**src/rtl/usb_sync_fifo.sv**
```systemverilog
// ============================================================================
//  Module   : usb_sync_fifo
//  Brief    : Single-clock FIFO for the USB PHY/SIE datapath; FWFT or
//             registered-pop read, level/almost flags, sticky error flags.
//  Revision : 1.0 - initial release
// ============================================================================
`default_nettype none

module usb_sync_fifo #(
    parameter int DATA_W     = 8,
    parameter int DEPTH_LOG2 = 6,
    parameter int FWFT       = 1,
    parameter int AFULL_THR  = 56,
    parameter int AEMPTY_THR = 8
) (
    input  logic                  clk_i,
    input  logic                  rst_i,
    input  logic                  flush_i,
    input  logic [DATA_W-1:0]     data_i,
    input  logic                  push_i,
    input  logic                  pop_i,
    input  logic                  err_clr_i,
    output logic [DATA_W-1:0]     data_o,
    output logic                  valid_o,
    output logic                  full_o,
    output logic                  empty_o,
    output logic                  afull_o,
    output logic                  aempty_o,
    output logic [DEPTH_LOG2:0]   level_o,
    output logic                  ovf_o,
    output logic                  udf_o
);

    localparam int DEPTH = 1 << DEPTH_LOG2;
    localparam int LVL_W = DEPTH_LOG2 + 1;

    localparam logic [LVL_W-1:0] LVL_FULL   = LVL_W'(DEPTH);
    localparam logic [LVL_W-1:0] LVL_AFULL  = LVL_W'(AFULL_THR);
    localparam logic [LVL_W-1:0] LVL_AEMPTY = LVL_W'(AEMPTY_THR);

    generate
        if (DATA_W < 1 || DEPTH_LOG2 < 1 || DEPTH_LOG2 > 12 ||
            AEMPTY_THR >= AFULL_THR || AFULL_THR > DEPTH) begin : g_param_check
            $error("usb_sync_fifo: illegal parameter combination");
        end
    endgenerate

    logic [DATA_W-1:0]     mem [DEPTH];
    logic [DEPTH_LOG2-1:0] wr_ptr;
    logic [DEPTH_LOG2-1:0] rd_ptr;
    logic [LVL_W-1:0]      level;
    logic                  ovf;
    logic                  udf;

    logic wr_en;
    logic rd_en;
    logic ovf_set;
    logic udf_set;

    // A pop frees a slot in the same cycle, so push+pop while full is accepted.
    assign wr_en   = push_i & (~full_o | pop_i) & ~flush_i;
    assign rd_en   = pop_i & ~empty_o & ~flush_i;
    assign ovf_set = push_i & full_o & ~pop_i & ~flush_i;
    assign udf_set = pop_i & empty_o & ~flush_i;

    assign full_o   = (level == LVL_FULL);
    assign empty_o  = (level == '0);
    assign afull_o  = (level >= LVL_AFULL);
    assign aempty_o = (level <= LVL_AEMPTY);
    assign level_o  = level;
    assign ovf_o    = ovf;
    assign udf_o    = udf;

    always_ff @(posedge clk_i) begin
        if (wr_en) begin
            mem[wr_ptr] <= data_i;
        end
    end

    always_ff @(posedge clk_i or posedge rst_i) begin
        if (rst_i) begin
            wr_ptr <= '0;
            rd_ptr <= '0;
            level  <= '0;
        end else if (flush_i) begin
            wr_ptr <= '0;
            rd_ptr <= '0;
            level  <= '0;
        end else begin
            if (wr_en) begin
                wr_ptr <= wr_ptr + DEPTH_LOG2'(1);
            end
            if (rd_en) begin
                rd_ptr <= rd_ptr + DEPTH_LOG2'(1);
            end
            if (wr_en && !rd_en) begin
                level <= level + LVL_W'(1);
            end else if (rd_en && !wr_en) begin
                level <= level - LVL_W'(1);
            end
        end
    end

    // A new error in the clearing cycle wins over the clear.
    always_ff @(posedge clk_i or posedge rst_i) begin
        if (rst_i) begin
            ovf <= 1'b0;
            udf <= 1'b0;
        end else begin
            ovf <= ovf_set | (ovf & ~err_clr_i);
            udf <= udf_set | (udf & ~err_clr_i);
        end
    end

    generate
        if (FWFT != 0) begin : g_fwft
            assign data_o  = empty_o ? '0 : mem[rd_ptr];
            assign valid_o = ~empty_o;
        end else begin : g_reg_pop
            logic [DATA_W-1:0] data_q;
            logic              valid_q;

            always_ff @(posedge clk_i or posedge rst_i) begin
                if (rst_i) begin
                    data_q  <= '0;
                    valid_q <= 1'b0;
                end else begin
                    valid_q <= rd_en;
                    if (rd_en) begin
                        data_q <= mem[rd_ptr];
                    end
                end
            end

            assign data_o  = data_q;
            assign valid_o = valid_q;
        end
    endgenerate

endmodule

`default_nettype wire

```
**config.mk**
```make
export PLATFORM = sky130hd
export DESIGN_NAME = usb_sync_fifo
export DESIGN_NICKNAME = d
export VERILOG_FILES = /design/src/rtl/usb_sync_fifo.sv
export SDC_FILE = /design/constraint.sdc
export NUM_CORES = 1
export LEC_CHECK = 0
export CORE_AREA = 2 2 270 165
export DETAILED_ROUTE_END_ITERATION = 6
export DIE_AREA = 0 0 272 167
export GPL_ROUTABILITY_DRIVEN = 1
export HOLD_SLACK_MARGIN = 0.15
export PLACE_DENSITY = 0.62
export SLEW_MARGIN = 40
export SYNTH_ARGS = -nofsm -noshare
export SYNTH_HDL_FRONTEND = slang
export SYNTH_SLANG_ARGS = --single-unit
```
**constraint.sdc**
```tcl
create_clock -name clk_i -period 3.3 [get_ports clk_i]
set_input_delay 0.66 -clock clk_i [delete_from_list [all_inputs] [get_ports clk_i]]
set_output_delay 0.66 -clock clk_i [all_outputs]
set_load 0.03 [all_outputs]
```
==> summary.md <==
| Metric | Value |
|---|---|
| First-pass DRT Iterations | 6 |
| Antenna Cells | 0 |
| Placement Rows | 59 |
| R2R cell count | 10 |
| Layout Skew | 0.0186 ns |
| Clock slew at reported path FFs | 0.06 ns |
| Layout cells sized above 1 | 29.7% |
| Async set-or-reset flop fraction in the synthesized netlist | 3.94% |
| Synth cell types | 50 |
| Mapped Nets | 1114 |
| CTS tree | yes |
| Area of the multi-input gates | 5100 µm² |
| Cells after Synth | 1091 |
| GR Util All Layers | 23.2% |
| Yosys reg bits | 533 |
| Switching pwr | 4.75 mW |
| Min-delay worst type | primary input to async pin |
| CTS Hold Buffers Added | 0 |
| Design Area, Final | 25000 µm² |
| Sink Count | 533 |
| First-pass GRT wire length | 76.0 mm |
| Depth of the CTS H-tree | 2 |
| Syn Area/Cell | 19.5 µm² |
| Post-Place Cell Area | 23100 µm² |
| DRC | 0 |
| Die Ht | 167 µm |
| Pint | 12.6 mW |
| Area of the die | 45400 µm² |
| Crit start category | flip-flop |
| Flop-to-flop setup slack | 0.34 ns |
| Register Area | 15900 µm² |
| Clock latency on the worst-skew pair | 0.57 ns |
| Sw Ratio | 27.4% |
| CP Cell Sequence | buf_4 -> buf_16 -> mux4_2 -> a211oi_1 -> nand2_1 -> a22o_2 -> buf_12 |
| Synth top area share | 72.3% |
| Total congestion overflow | 0 |
| Number of max-slew violations in the final report | 0 |
| Port Buffers | 35 |
| Setup crit end kind | output port |
| Dpl cells | 1791 |
| Family with the most delay on the worst path | compound AO/OA/AOI/OAI gates |
| I/O pins | 36 |
| Vias in the first global route | 11000 |
| Total Power | 17.3 mW |
| FF-to-FF End | level_o[5] |
| EDFF count, synth | 512 |
| Max clock buf depth | 3 |
| Reg power frac | 43.9% |
| Ys flop type | edfxtp_1 |
| P&R area growth vs syn | 17.7% |
| Initial antenna violation count | 0 |
| Gp weighted congestion | 0.809 |
| Final setup viols | 8 |
| Final #Nets | 1302 |
| Vias | 11300 |
| Die Wd | 272 µm |
| Average wire per standard cell | 27.5 µm |
| Crit-path max cell delay | 0.56 ns |
| Ys Warns | 0 |
| Seq/Total Area, Yosys | 74.8% |
| Rel. slew slack | 47.2% |
| Post-route ant nets | 0 |
| Core box area | 42900 µm² |
| DP HPWL | 33.8 mm |
| Arrival time at the worst endpoint | 3.03 ns |
| Gate power share | 25.9% |
| Worst-path fanout max | 18 |
| Worst Setup Path Type | flip-flop to output port |
| Unrepaired setup endpoints after global routing | true |
| Outcome | complete, but fails checks |
| PnR worst setup slack | -0.390 ns |
| Synthesized cell area | 21300 µm² |
| Crit-path slowest cell | mux4_2 |
| Worst path buffer plus inverter count | 3 |
| Initial core utilization | 49.6% |
| F_max | 271 MHz |
| Post-synth top area cell | edfxtp_1 |
| Power per Cell Area | 692 nW/µm² |
| R2R Path Start | level_o[0] |
| Worst vdd rail ir drop | 0.000470 V |
| Largest net degree at the start of global routing | 58 |
| Filler cells | 3125 |
| Vias per inst | 5.97 |
| Max-Cap Viols | 0 |
| Final Hold Viols | 0 |
| Clock network power share | 30.3% |
| Non-Filler Instances | 1894 |
| Post-Route WL | 52.0 mm |
| Slew @ Worst Pin | 0.792 ns |
| Main area contributors after synthesis | edfxtp_1 72%, mux4_2 8.7%, mux2i_1 3.2% |
| Failing checks | setup timing |
| Post-route minimum period | 3.69 ns |
| Final period util | 112% |
| Leak | 8.17 nW |
| Detailed Route Iter0 Violations | 1315 |
| Worst endpoint required time | 2.64 ns |
| CTS Buf Count | 48 |
| Root Buffer | clkbuf_16 |
==> cell families after synthesis <==
| kind of cell | Yosys count | share of synthesized area [%] |
|---|---|---|
| buffers and inverters | 71 | 2.42 |
| xor gates and xnor gates | 13 | 0.536 |
| adders and majority gates | 9 | 0.565 |
| and+or+nand+nor | 160 | 3.31 |
| muxes | 164 | 13.7 |
| DFF | 533 | 74.8 |
| AOI/OAI and AO/OA | 141 | 4.70 |
==> power by group through the flow <==
stage	Clock [mW]	Combinational, mW	Sequential, mW
after floorplan	0	2.55	7.78
after global placement	0	4.02	7.79
after detailed placement	0	4.05	7.80
after CTS	5.33	4.36	7.60
after global routing	5.60	4.74	7.61
final	5.24	4.48	7.61
==> layout make-up <==
| cell class | instances | area share (%) |
|---|---|---|
| Clock buffer | 56 | 5.00 |
| Inverter | 12 | 0.180 |
| Multi-Input combinational cell | 487 | 20.4 |
| Sequential cell | 533 | 63.6 |
| Tap cell | 579 | 2.89 |
| Clock inverter | 30 | 0.755 |
| Timing Repair Buffer | 197 | 7.23 |
==> per-stage QoR <==
stage / hold slack, ns / setup TNS [ns] / setup WS (ns) / util (%)
final: 0.430 / -2.59 / -0.390 / 58.4
after global routing: 0.430 / -3.13 / -0.432 / 58.4
after CTS: 0.422 / -2.55 / -0.350 / 58.0
after detailed placement: 0.548 / -0.221 / -0.0919 / 53.9
after global placement: 0.534 / -0.155 / -0.0719 / 53.9
after floorplan: 0.531 / 0 / 0.0998 / -
==> sequential cells by signal, summed over array words and instances (netlist names) <==
signal and count:
udf_o 1, wr_ptr 6, level_o 7, ovf_o 1
rd_ptr 6, mem 512
==> worst max-delay path by stage <==
stage	slack (ns)	startpoint	to	cells past startpoint
after global placement	-0.07	rd_ptr[0]	data_o[7]	7
final	-0.39	rd_ptr[0]	data_o[6]	7
after detailed placement	-0.09	rd_ptr[0]	data_o[7]	7
after floorplan	0.1	level_o[0]	aempty_o	2
after global routing	-0.43	rd_ptr[0]	data_o[5]	10
after CTS	-0.35	rd_ptr[0]	data_o[0]	8
==> layout by cell type, fill, tap and decap left out, types with 12 or more instances in the layout <==
| cell type | Yosys | routed |
|---|---|---|
| clkbuf_16 | 0 | 49 |
| buf_12 | 2 | 17 |
| a21oi_1 | 31 | 21 |
| mux4_1 | 14 | 13 |
| mux2i_1 | 67 | 62 |
| buf_4 | 8 | 148 |
| o22ai_1 | 17 | 17 |
| nor2_1 | 89 | 89 |
| nand2_1 | 29 | 26 |
| o221ai_1 | 16 | 14 |
| clkinv_1 | 0 | 12 |
| clkinv_2 | 0 | 15 |
| clkdlybuf4s50_1 | 0 | 18 |
| mux4_2 | 82 | 83 |
| a22oi_1 | 24 | 15 |
| edfxtp_1 | 512 | 512 |
| dfrtp_1 | 21 | 18 |
| a211oi_2 | 1 | 13 |
==> metal layers <==
metal | GRT usage, % | vias up | share of wire (%)
met5 | 0 | - | 0
met4 | 3.94 | 0 | 1.5
met3 | 5.23 | 57 | 9.5
met2 | 32.6 | 496 | 43
met1 | 37.5 | 5912 | 46
li1 | - | 4835 | -
==> worst register-to-register path, stage by stage, from the launching register on <==
cell      delay (ns)
dfrtp_1         0.45
or3_1           0.43
o21ai_1         0.19
nand3b_1        0.33
ha_1            0.46
a21oi_1         0.09
a21boi_0        0.28
o21ai_0         0.17
and3_1          0.20
o21ai_0         0.15
a21oi_1         0.08
==> timing repair <==
| item | 4_1_cts | 5_1_grt |
|---|---|---|
| setup buffers | 9 | 7 |
| cloned | 1 | 0 |
| endpoints found under the setup margin | 8 | 9 |
| pin swaps | 15 | 6 |
| gates resized for setup | 44 | 20 |
| endpoints found under the hold margin | 0 | 0 |
==> cells in the mapped netlist, types with 7 or more instances <==
master	number
a22o_1	16
o22ai_1	17
inv_1	12
buf_6	10
xor2_1	7
dfrtp_1	21
clkbuf_8	10
nand2_1	29
mux2i_1	67
buf_4	8
mux4_1	14
edfxtp_1	512
a211oi_1	24
a22oi_1	24
o221ai_1	16
a21oi_1	31
nand3_1	9
clkbuf_1	15
nor2_1	89
ha_1	8
mux4_2	82
buf_2	7
No activity file was read; power rests on OpenSTA's default activity.
